$ cat src/rtl/cpu_pkg.sv
// Shared definitions for the fetch path: default bus widths, the NOP
// encoding decode sees when the prefetch queue is empty, and the layout of
// one queued fetch entry (PC in the upper bits, instruction in the lower).
package cpu_pkg;

  localparam int DEFAULT_ADDR_W  = 16;
  localparam int DEFAULT_INSTR_W = 16;

  localparam logic [DEFAULT_INSTR_W-1:0] NOP_INSTR = 16'h0000;

  typedef struct packed {
    logic [DEFAULT_ADDR_W-1:0]  pc;
    logic [DEFAULT_INSTR_W-1:0] instr;
  } fetch_entry_t;

endpackage

$ cat src/rtl/prefetch_fifo.sv
// Synchronous FIFO that buffers fetched {pc, instr} entries for decode.
//
// Ports:
//   clk        rising-edge clock
//   reset      synchronous active-high reset, empties the queue
//   flush      synchronous flush, priority over push and pop
//   push       write push_data at the tail
//   push_data  entry to write
//   pop        drop the head entry
//   head_valid queue holds at least one entry
//   head_data  entry at the head (raw storage; caller masks when empty)
//   count      number of entries held, 0..DEPTH
module prefetch_fifo #(
  parameter int WIDTH = 32,
  parameter int DEPTH = 4
) (
  input  logic                     clk,
  input  logic                     reset,
  input  logic                     flush,
  input  logic                     push,
  input  logic [WIDTH-1:0]         push_data,
  input  logic                     pop,
  output logic                     head_valid,
  output logic [WIDTH-1:0]         head_data,
  output logic [$clog2(DEPTH):0]   count
);

  localparam int PTR_W = $clog2(DEPTH);
  localparam int CNT_W = PTR_W + 1;

  logic [WIDTH-1:0] mem [DEPTH];
  logic [PTR_W-1:0] rd_ptr;
  logic [PTR_W-1:0] wr_ptr;
  logic [CNT_W-1:0] cnt;

  logic do_push;
  logic do_pop;

  // Flush and reset both dominate; pop is only meaningful with data present.
  assign do_push = push & ~flush;
  assign do_pop  = pop & ~flush & (cnt != '0);

  // Pointers wrap naturally because DEPTH is a power of two.
  always_ff @(posedge clk) begin
    if (reset || flush) begin
      rd_ptr <= '0;
      wr_ptr <= '0;
      cnt    <= '0;
    end else begin
      if (do_push) wr_ptr <= wr_ptr + 1'b1;
      if (do_pop)  rd_ptr <= rd_ptr + 1'b1;
      case ({do_push, do_pop})
        2'b10:   cnt <= cnt + 1'b1;
        2'b01:   cnt <= cnt - 1'b1;
        default: cnt <= cnt;
      endcase
    end
  end

  // Storage needs no reset; validity is tracked by cnt.
  always_ff @(posedge clk) begin
    if (!reset && do_push) mem[wr_ptr] <= push_data;
  end

  assign head_valid = (cnt != '0);
  assign head_data  = mem[rd_ptr];
  assign count      = cnt;

  // The producer throttles itself so a push can never land on a full queue.
  no_overflow: assert property (@(posedge clk) disable iff (reset)
    !(do_push && cnt == CNT_W'(DEPTH)));

endmodule

$ cat src/rtl/fetch_prefetch_unit.sv
// Fetch front end: owns the fetch PC, issues reads to a 1-cycle-latency
// synchronous ROM, and queues returned instructions with their PCs so that
// decode stalls are absorbed without refetching. A redirect flushes the
// queue and discards the read that is still in flight.
//
// Ports:
//   clk              rising-edge clock
//   reset            synchronous active-high reset
//   rom_en           read request issued this cycle
//   rom_address      ROM read address (current fetch PC)
//   rom_q            ROM data, valid the cycle after a request
//   redirect         branch taken: flush and refetch from redirect_target
//   redirect_target  new fetch address
//   stall            decode cannot accept the head this cycle
//   instr_valid      queue head valid
//   instr            queue head instruction, NOP when empty
//   instr_pc         PC of the queue head, 0 when empty
//   count            entries currently queued
module fetch_prefetch_unit
  import cpu_pkg::*;
#(
  parameter int                ADDR_W   = DEFAULT_ADDR_W,
  parameter int                INSTR_W  = DEFAULT_INSTR_W,
  parameter int                DEPTH    = 4,
  parameter int                PC_STEP  = 1,
  parameter logic [ADDR_W-1:0] RESET_PC = '0
) (
  input  logic                   clk,
  input  logic                   reset,
  output logic                   rom_en,
  output logic [ADDR_W-1:0]      rom_address,
  input  logic [INSTR_W-1:0]     rom_q,
  input  logic                   redirect,
  input  logic [ADDR_W-1:0]      redirect_target,
  input  logic                   stall,
  output logic                   instr_valid,
  output logic [INSTR_W-1:0]     instr,
  output logic [ADDR_W-1:0]      instr_pc,
  output logic [$clog2(DEPTH):0] count
);

  localparam int CNT_W   = $clog2(DEPTH) + 1;
  localparam int ENTRY_W = ADDR_W + INSTR_W;

  logic [ADDR_W-1:0]  fetch_pc;
  logic               inflight;
  logic [ADDR_W-1:0]  inflight_pc;

  logic               push;
  logic               pop;
  logic               head_valid;
  logic [ENTRY_W-1:0] head_data;
  logic [CNT_W-1:0]   fifo_count;
  logic [CNT_W:0]     occupancy;

  assign pop  = head_valid & ~stall;
  assign push = inflight & ~redirect;

  // Slots already spoken for after this cycle: queued entries plus the read
  // in flight, less the one decode takes now. Issuing only while this is
  // below DEPTH guarantees the returning data always has a slot.
  assign occupancy = {1'b0, fifo_count} + (CNT_W+1)'(inflight) - (CNT_W+1)'(pop);
  assign rom_en    = ~reset & ~redirect & (occupancy < (CNT_W+1)'(DEPTH));

  assign rom_address = fetch_pc;

  // PC and in-flight tracking. A cycle without issue clears inflight, so a
  // stale rom_q after reset or redirect is never captured.
  always_ff @(posedge clk) begin
    if (reset) begin
      fetch_pc    <= RESET_PC;
      inflight    <= 1'b0;
      inflight_pc <= '0;
    end else if (redirect) begin
      fetch_pc    <= redirect_target;
      inflight    <= 1'b0;
    end else if (rom_en) begin
      inflight    <= 1'b1;
      inflight_pc <= fetch_pc;
      fetch_pc    <= fetch_pc + ADDR_W'(PC_STEP);
    end else begin
      inflight    <= 1'b0;
    end
  end

  prefetch_fifo #(
    .WIDTH (ENTRY_W),
    .DEPTH (DEPTH)
  ) u_fifo (
    .clk        (clk),
    .reset      (reset),
    .flush      (redirect),
    .push       (push),
    .push_data  ({inflight_pc, rom_q}),
    .pop        (pop),
    .head_valid (head_valid),
    .head_data  (head_data),
    .count      (fifo_count)
  );

  // Empty queue presents a NOP at PC 0 so decode needs no separate bubble path.
  assign instr_valid = head_valid;
  assign instr       = head_valid ? head_data[INSTR_W-1:0] : INSTR_W'(NOP_INSTR);
  assign instr_pc    = head_valid ? head_data[ENTRY_W-1:INSTR_W] : '0;
  assign count       = fifo_count;

endmodule

$ cat config.mk
export PLATFORM = sky130hd
export DESIGN_NAME = fetch_prefetch_unit
export DESIGN_NICKNAME = d
export VERILOG_FILES = /design/src/rtl/cpu_pkg.sv /design/src/rtl/prefetch_fifo.sv /design/src/rtl/fetch_prefetch_unit.sv
export SDC_FILE = /design/constraint.sdc
export NUM_CORES = 1
export LEC_CHECK = 0
export BUFFER_PORTS_ARGS = -buffer_cell sky130_fd_sc_hd__buf_2
export CORE_ASPECT_RATIO = 1.75
export CORE_MARGIN = 2
export CORE_UTILIZATION = 55
export CTS_BUF_LIST = sky130_fd_sc_hd__clkbuf_2 sky130_fd_sc_hd__clkbuf_4 sky130_fd_sc_hd__clkbuf_8
export CTS_CLUSTER_DIAMETER = 200
export DETAILED_ROUTE_END_ITERATION = 8
export PLACE_DENSITY = 0.76
export SYNTH_ARGS = -nofsm -noshare
export SYNTH_HDL_FRONTEND = slang
export SYNTH_SLANG_ARGS = --single-unit
export TNS_END_PERCENT = 20
$ cat constraint.sdc
create_clock -name clk -period 10 [get_ports clk]
set_clock_uncertainty 0.05 [all_clocks]
set_input_delay 0.5 -clock clk [delete_from_list [all_inputs] [get_ports clk]]
set_output_delay 0.5 -clock clk [all_outputs]
set_load 0.02 [all_outputs]
After elaboration in Yosys (flattened, before gate mapping):

Memories as Yosys holds them, arrays and structs flattened. A register that Yosys moved wholly into a read port is not among the register bits.
Index checks and enable logic that the tools add are counted.

* input port bits: 36
* word-level logic and storage cells: 45
* bits in writable memories: 128
* output and inout port bits: 53
* memories kept: 1
* flip-flop bits (word level): 40

Memories
* u_fifo.mem: words 4, width 32, rd ports 1, clocked after Yosys merged registers in 1, write ports 1, line prefetch_fifo.sv:31 `logic [WIDTH-1:0] mem [DEPTH];`

* order comparisons: 1
* reductions and logical operators: 8
* bitwise logic cells: 10
* eq/ne operators: 2
* add/subtract/negate cells: 7
* muxes and demuxes: 10

Operators by type and width (number)
* 16-bit 2-to-1 mux: 4
* 16-bit by 1-bit adder with 16-bit output (second input constant): 1
* 1-bit AND: 7
* 3-bit case mux with 2 select lines: 1
* 2-bit by 1-bit adder with 2-bit output (second input constant): 2
* 3-bit by 1-bit adder with 4-bit output: 1
* 4-bit by 3-bit < comparator with 1-bit output (second input constant): 1
* 2-bit 2-to-1 mux: 2
* 2-bit nonzero test: 2
* 4-bit by 1-bit subtractor with 4-bit output: 1
* 3-bit by 1-bit adder with 3-bit output (second input constant): 1
* 1-bit 2-to-1 mux: 3
* 1-bit inverter: 3
* 3-bit nonzero test: 1
* 3-bit by 1-bit subtractor with 3-bit output (second input constant): 1
* 2-bit by 1-bit equality test with 1-bit output (second input constant): 1
* 2-bit equality test (second input constant): 1
* 2-bit AND reduction: 1
* 2-bit OR reduction: 1
* 1-bit logical AND: 1
* 1-bit zero test: 1
* 1-bit logical OR: 1

Logic depth before layout (Yosys ltp):

Gate-level depths: netlist of run 1.

* word-level depth: 7
* mapped depth: 13

Cells and area by module:

A second synthesis of run 1 with hierarchy kept.

* cell total of the unflattened synthesis: 427
* area total of the unflattened synthesis: 6955.4 um^2

By module, submodules not included
* prefetch_fifo: area each 5116.2 um^2, times used 1, sequential area each 4023.9 um^2, cells an instance 217
* fetch_prefetch_unit: area each 1839.3 um^2, times used 1, sequential area each 660.6 um^2, cells an instance 210

Worst setup path before layout of run 1:

OpenSTA, ideal clock, no wires.

* path kind: register to output
* from: register u_fifo.cnt[0] (netlist: u_fifo.count[0])
* to: output port rom_en
* stages on the path, launching flop included: 13
* path buffers: 3
* required time: 9.450 ns
* arrival time: 3.131 ns
* setup slack: 6.319 ns
* cells stage by stage: dfxtp_1 nor3_1 clkbuf_1 nor2_1 ha_1 inv_1 ha_1 and3b_1 or4_4 a21o_1 buf_2 buf_2 inv_1

* longest elaborated chain between the ends: 5
* elaborated cells between the ends (all ways): 6
* classes of those cells: add/sub: 2; order compare: 1; bitwise: 2; reduce/logical: 1

Ends and longest elaborated chain
* start, declared: line prefetch_fifo.sv:34 `logic [CNT_W-1:0] cnt;`
* start signal, assigned: line prefetch_fifo.sv:53 `2'b10: cnt <= cnt + 1'b1;`
* start signal, assigned: line prefetch_fifo.sv:54 `2'b01: cnt <= cnt - 1'b1;`
* start signal, assigned: line prefetch_fifo.sv:55 `default: cnt <= cnt;`
* parallel branches: the longest is 2 deep, another holds 3-bit by 1-bit adder with 4-bit output
* 4-bit by 1-bit subtractor with 4-bit output *: line fetch_prefetch_unit.sv:62 `assign occupancy = {1'b0, fifo_count} + (CNT_W+1)'(inflight) - (CNT_W+1)'(pop);`
* 4-bit by 3-bit < comparator with 1-bit output *: line fetch_prefetch_unit.sv:63 `assign rom_en = ~reset & ~redirect & (occupancy < (CNT_W+1)'(DEPTH));`
* 1-bit AND *: line fetch_prefetch_unit.sv:63
* end, declared: line fetch_prefetch_unit.sv:30 `output logic rom_en,`

Every way passes the cells marked *.

Worst setup path after layout of run 1:

Same ends and word-level chain as after synthesis.

==> impl_results.md, run 1 <==
- Clock tree sinks: between 150 and 200
- Core ar.: between 10000 and 15000 µm²
- Syn nets: roughly 470
- Vias in the first global route: 3987
- I/O pin count: between 80 and 90
- Slew Limit Fails: 0
- First-pass GRT wire length: ~20 mm
- Flop2flop setup slack: ~6.5 ns
- CTS-repair resized insts: 0
- RR Endpoint: rom_address[2]$_SDFFE_PP0P_
- Synthesized cell area: between 6000 and 7000 µm²
- Worst path max stage delay: ~0.82 ns
- Commonest cells post-synth: edfxtp_1 (128), dfxtp_1 (42), nor2_1 (36)
- Top FF cell, synth: edfxtp_1
- Crit-path cells: nor3_2 -> buf_4 -> nor2_1 -> ha_1 -> inv_1 -> ha_1 -> and3b_1 -> o211ai_1 -> a21o_1 -> buf_4 -> inv_1 -> buf_2
- Initial DRC count: around 330
- Crit-path max FO: 35
- Placer Congestion: between 0.8 and 0.9
- Sequential-to-total area share from yosys stat: about two thirds
- Die width: a little under 90 µm
- Clk_lat worst skew: around 0.43 ns
- DP HPWL: ~8.3 mm
- Fillers: around 910
- Leading area contributor after synthesis: edfxtp_1
- Placement Rows: 53
- Type of origin of the critical path: flip-flop
- Final worst-path cycle share: between 40% and 50%
- Crit Reg-Reg Startpoint: u_fifo.count[0]$_SDFFE_PP0P_
- Hold Path Class: in -> reg
- Setup_tns: 0 ns
- Fin. Hold Viols: 0
- Status: finished clean
- Adder-Cell Fraction of Synth Area: about 1.9%
- GRT Residual Overflow: 0
- DR pass1 iterations: 4
- Mapped Cells: between 400 and 500
- Largest net degree at the start of global routing: 36
- Port bufs: a little under 90
- Die Area: roughly 13000 µm²
- CP Data Required Time: 9.45 ns
- Crit-path slowest cell: o211ai_1
- Critical Path Sink Type: output pin
- Initial cell density of the core: 56.67%
- Total GRT Usage: about a fifth
- RSZ-0062 raised after global routing: false
- WS Path Type: reg -> out
- Clock root cell: clkbuf_8
- Synth Area per Inst: roughly 16 µm²
- Clock transition at the registers of the reported paths: approximately 0.090 ns
- Largest cells by area after synthesis: edfxtp_1 (56%), dfxtp_1 (12%), mux4_2 (11%)
- Antenna fix cells: 0
- VDD IR-drop max: approximately 0.1 mV
- Die H: about 150 µm
- Library cells used by synthesis: 43
- Buffer count from post-CTS setup fixing: 0
- Deepest clock path buffer count: 2
- Highest Clock Rate: 0.2408 GHz
- Pwr dens: approximately 170 nW/µm²
- Post-CTS Hold Buffers: 0
- Post-synth EDFFs: roughly 130
- Total chip power: 1.308 mW
- Drt wl/cell: approximately 18 µm
- Cts bufs inserted: 17
- Routed Antenna Nets: 0
- Final WL: roughly 12 mm
- Hold Path Sink: u_fifo.mem[0][3]$_DFFE_PP_
- Maxcap violations: 0
- Reg2Reg Depth: 11
- Crit path DAT: about 3.6 ns
- Vias per cell: 5.526
- DRC Markers: 0
- Final setup violation count: 0
- Post-synth ARST share: 0%
- Max-slew headroom: 30.10%
- TritonCTS clock tree: done
- Nets: 566
- Post-Synth XOR/XNOR Area: under 10%
- Worst path buffer plus inverter count: 5
- Post-synthesis simple-gate area fraction: between 8 and 9%
- Initial antenna violation count: 0
- Compound-Gate Fraction of Synth Area: 4.098%
- Slew @ Worst Pin: 1.044 ns
- Area growth syn-to-layout: 14.89%
- Via count: around 3900
- Synth Warn #: 0
- Post-synthesis mux area share: about an eighth
- Hold path cells: 1
- Post-layout min period: a little over 4 ns
- Most common cell in the netlist: edfxtp_1
- Worst hold start: rom_q[3]
- Leak: just under 3 nW
- Synth top area share: between 50 and 60%
- H-Tree Depth: 4
- Top cell family by delay on the critical path: compound AO/OA/AOI/OAI gates
- Synth Register Bits: 170
- Layout cells sized above 1: around 31%
- Largest family of logic cells by synthesized area: multiplexers
==> cells by family after synthesis <==
logic type,after synthesis
adder cells (fa/ha/maj),10
multiplexers,49
XOR/XNOR,17
flip-flops,170
AO/OA/AOI/OAI,40
buffers and inverters,38
AND/OR/NAND/NOR,104
==> through the flow <==
| step | setup slack, ns | util, % | hold WS, ns | instances | area, µm² |
|---|---|---|---|---|---|
| after floorplan | 6.319 | - | 0.4094 | 428 | 6839 |
| after global placement | 6.343 | 61.77 | 0.4211 | 666 | 7455 |
| after detailed placement | 6.267 | 61.77 | 0.4463 | 666 | 7455 |
| after CTS | 5.798 | 65.10 | 0.2008 | 698 | 7858 |
| after global routing | 5.509 | 65.10 | 0.1949 | 698 | 7858 |
| final | 5.848 | 65.10 | 0.2262 | 698 | 7858 |
==> worst max path at each step <==
stage,from,end,cells past startpoint
CTS,u_fifo.count[0]$_SDFFE_PP0P_,rom_en,12
global placement,u_fifo.count[0]$_SDFFE_PP0P_,rom_en,12
floorplan,u_fifo.count[0]$_SDFFE_PP0P_,rom_en,12
detailed placement,u_fifo.count[0]$_SDFFE_PP0P_,rom_en,12
global route,u_fifo.count[0]$_SDFFE_PP0P_,rom_en,12
finish,u_fifo.count[0]$_SDFFE_PP0P_,rom_en,12
==> flip-flops by register name, indices dropped and copies added (netlist names), named ones only <==
signal,cells
inflight,1
rom_address,16
inflight_pc,16
u_fifo.mem,128
u_fifo.rd_ptr,2
u_fifo.wr_ptr,2
u_fifo.count,3
==> power by group <==
group	internal (mW)	switching, mW
Combinational	0.0241	0.0351
Clock	0.244	0.228
Sequential	0.765	0.0122
Total	1.03	0.275
==> final cells by class <==
type | instances | area (µm²) | share of cell area, %
clock buffers | 22 | 284.0 | 3.615
clock inverters | 10 | 118.9 | 1.513
inverters | 15 | 56.30 | 0.7166
multi-input cells | 220 | 2006 | 25.53
flip-flops and latches | 170 | 4686 | 59.63
well taps | 165 | 206.4 | 2.627
repair buffers | 96 | 500.5 | 6.369
==> layer usage <==
layer / global-route usage [%] / part of all wire [%]
met1: 22.97 / 38
met2: 37.18 / 57
met3: 4.984 / 3.4
met4: 6.742 / 1.5
met5: 0 / 0
==> layout by cell type (no fill, tap or decap), types with 5 or more instances in the layout <==
master    instances
nor2_1           36
dfxtp_1          41
buf_2            88
xnor2_1          14
mux2i_1          17
edfxtp_1        128
mux4_2           32
nand2_1           9
inv_1            14
nand3_1           7
clkbuf_8         19
a211oi_1         11
and3_1            5
ha_1              9
nor2b_1          32
buf_4             8
a21oi_1          12
No activity file was read; power rests on OpenSTA's default activity.
==> run 2: changes to the inputs <==
==> constraint.sdc (replaced) <==
create_clock -name clk -period 4.3 [get_ports clk]
set_clock_uncertainty 0.05 [all_clocks]
set_input_delay 0.215 -clock clk [delete_from_list [all_inputs] [get_ports clk]]
set_output_delay 0.215 -clock clk [all_outputs]
set_load 0.02 [all_outputs]
==> run 2 against run 1 <==
- highest routed layer unchanged
- largest cell class unchanged
- wire length down 0.28%
- critical path type unchanged
- global-route usage down 0.46 points
- clock-buffer cell count down 1
- via count up 0.54%
- register-to-register slack worse by 5.3 ns
- utilization up 3.3 points
- design area up 5.1%
- hold slack worse by 0.20 ns
- clock power rose to 2.9 times the previous value
- flip-flop and latch count unchanged
==> impl_results.md, run 2 (synthesis gave the netlist of run 1 again) <==
- WS Path Type: reg -> out
- I/O pin count: roughly 90
- Layout cells sized above 1: 29.72%
- Clock transition at the registers of the reported paths: around 0.08 ns
- Type of origin of the critical path: flip-flop
- CP Data Required Time: 4.03 ns
- Slew Limit Fails: 0
- Largest net degree at the start of global routing: 36
- TritonCTS clock tree: done
- Cell Area, Placed: 7462 µm²
- Vias in the first global route: approximately 4100
- Crit path DAT: 3.13 ns
- Critical Path Sink Type: output pin
- Via count: between 3000 and 4000
- VDD IR-drop max: 0.2240 mV
- Final WL: ~12 mm
- Slew @ Worst Pin: 0.8775 ns
- Antenna fix cells: 0
- Initial cell density of the core: ~57%
- DP HPWL: 7.948 mm
- CTS-repair resized insts: 0
- Core ar.: between 10000 and 15000 µm²
- Top Metal Used: met4
- Max-slew headroom: 41.50%
- H-Tree Depth: 4
- Die Area: roughly 13000 µm²
- Cts bufs inserted: 17
- Placement Rows: 53
- Fin. Hold Viols: 0
- Deepest clock path buffer count: 2
- Fillers: approximately 860
- Routed Antenna Nets: 0
- Final setup violation count: 0
- Status: finished clean
- Final worst-path cycle share: between 70% and 80%
- Met2 WL: between 6 and 7 mm
- Worst setup margin: 0.9074 ns
- Clock root cell: clkbuf_8
- Crit-path slowest cell: or4_4
- Highest Clock Rate: about 0.3 GHz
- Post-layout min period: between 3 and 4 ns
- Die width: 88.30 µm
- Post-route cell area: 8259 µm²
- Drt wl/cell: between 15 and 20 µm
- Initial DRC count: between 200 and 250
- Commonest non-fill, non-tap cell in the layout: edfxtp_1
- Pwr dens: roughly 410 nW/µm²
- Nets: about 600
- Area growth syn-to-layout: 20.76%
- M1 wire length: about 4.8 mm
- Most flops, register: u_fifo.mem
- Final Util: slightly below 70%
- Most frequent cells in the layout: edfxtp_1 (128), buf_2 (88), dfxtp_1 (41)
- Crit-path max FO: 18
- Maxcap violations: 0
- Setup_tns: 0 ns
- GRT Residual Overflow: 0
- Leak: around 3 nW
- DR pass1 iterations: 5
- Max reg flops: between 100 and 150
- Placer Congestion: 0.9212
- Met3 Wirelength: between 400 and 500 µm
- Port bufs: a little under 90
- Initial antenna violation count: 0
- Clock tree sinks: between 150 and 200
- Clk_lat worst skew: 0.42 ns
- Place WS: around 1.2 ns
- Vias per cell: approximately 5.3
- Crit-path cells: nor3_2 -> nor2_1 -> ha_1 -> inv_1 -> ha_1 -> and3b_1 -> or4_4 -> a21o_1 -> inv_1 -> buf_2
- Hold Path Class: in -> reg
- Worst path max stage delay: around 0.6 ns
- Total GRT Usage: around 20%
- DRC Markers: 0
- Die H: approximately 150 µm
- RSZ-0062 raised after global routing: false
- First-pass GRT wire length: a little over 20 mm
run 2: repair_timing:
action                     4_1_cts  5_1_grt
hold endpoints to repair        76        0
setup endpoints to repair        0        0
hold buffers                    28        0
buffers inserted                 0        0
run 2: metrics by stage:
step                total power [mW]  hold WS (ns)  cells
finish                         3.348       0.02547    727
global route                   3.460       0.03354    727
CTS                            3.376      0.001716    727
detailed placement             1.984        0.3823    667
global placement               1.978        0.3751    667
floorplan                      1.925        0.2639    428
run 2: final timing paths:
kind	end	cells after the start	start	slack, ns
setup / recovery	rom_en	10	u_fifo.count[0]$_SDFFE_PP0P_	0.91
hold / removal	rom_address[4]$_SDFFE_PP0P_	3	redirect_target[4]	0.03
setup reg to reg	rom_address[12]$_SDFFE_PP0P_	10	u_fifo.count[0]$_SDFFE_PP0P_	1.18
hold reg to reg	u_fifo.mem[2][30]$_DFFE_PP_	0	inflight_pc[14]$_SDFFE_PP0P_	0.46
run 2: power by group:
group | switching, mW | internal, mW | leakage, nW
Combinational | 0.0845 | 0.0735 | 1.26
Sequential | 0.0283 | 1.78 | 1.56
Clock | 0.526 | 0.856 | 0.257
Total | 0.639 | 2.71 | 3.08
run 2: final cells by class:
class,count,area [µm²],share of cell area [%]
multi-input cells,220,2006,24.28
clock inverters,11,240.2,2.909
repair buffers,125,788.3,9.544
clock buffers,21,276.5,3.348
inverters,15,56.30,0.6817
flip-flops and latches,170,4686,56.73
well taps,165,206.4,2.500
run 2: routing by layer:
| metal | global-route usage (%) | vias to the layer above |
|---|---|---|
| met2 | 35.90 | 99 |
| met4 | 7.197 | 0 |
| li1 | - | 1865 |
| met1 | 23.60 | 1903 |
| met3 | 3.467 | 11 |
| met5 | 0 | - |
run 2: worst max-delay path: cells and delay by family, from the launching register on:
family,cells,cell delay (ns)
adder cells (fa/ha/maj),2,0.39
flip-flops,1,0.35
buffers and inverters,3,0.37
AO/OA/AOI/OAI,1,0.53
AND/OR/NAND/NOR,4,1.07
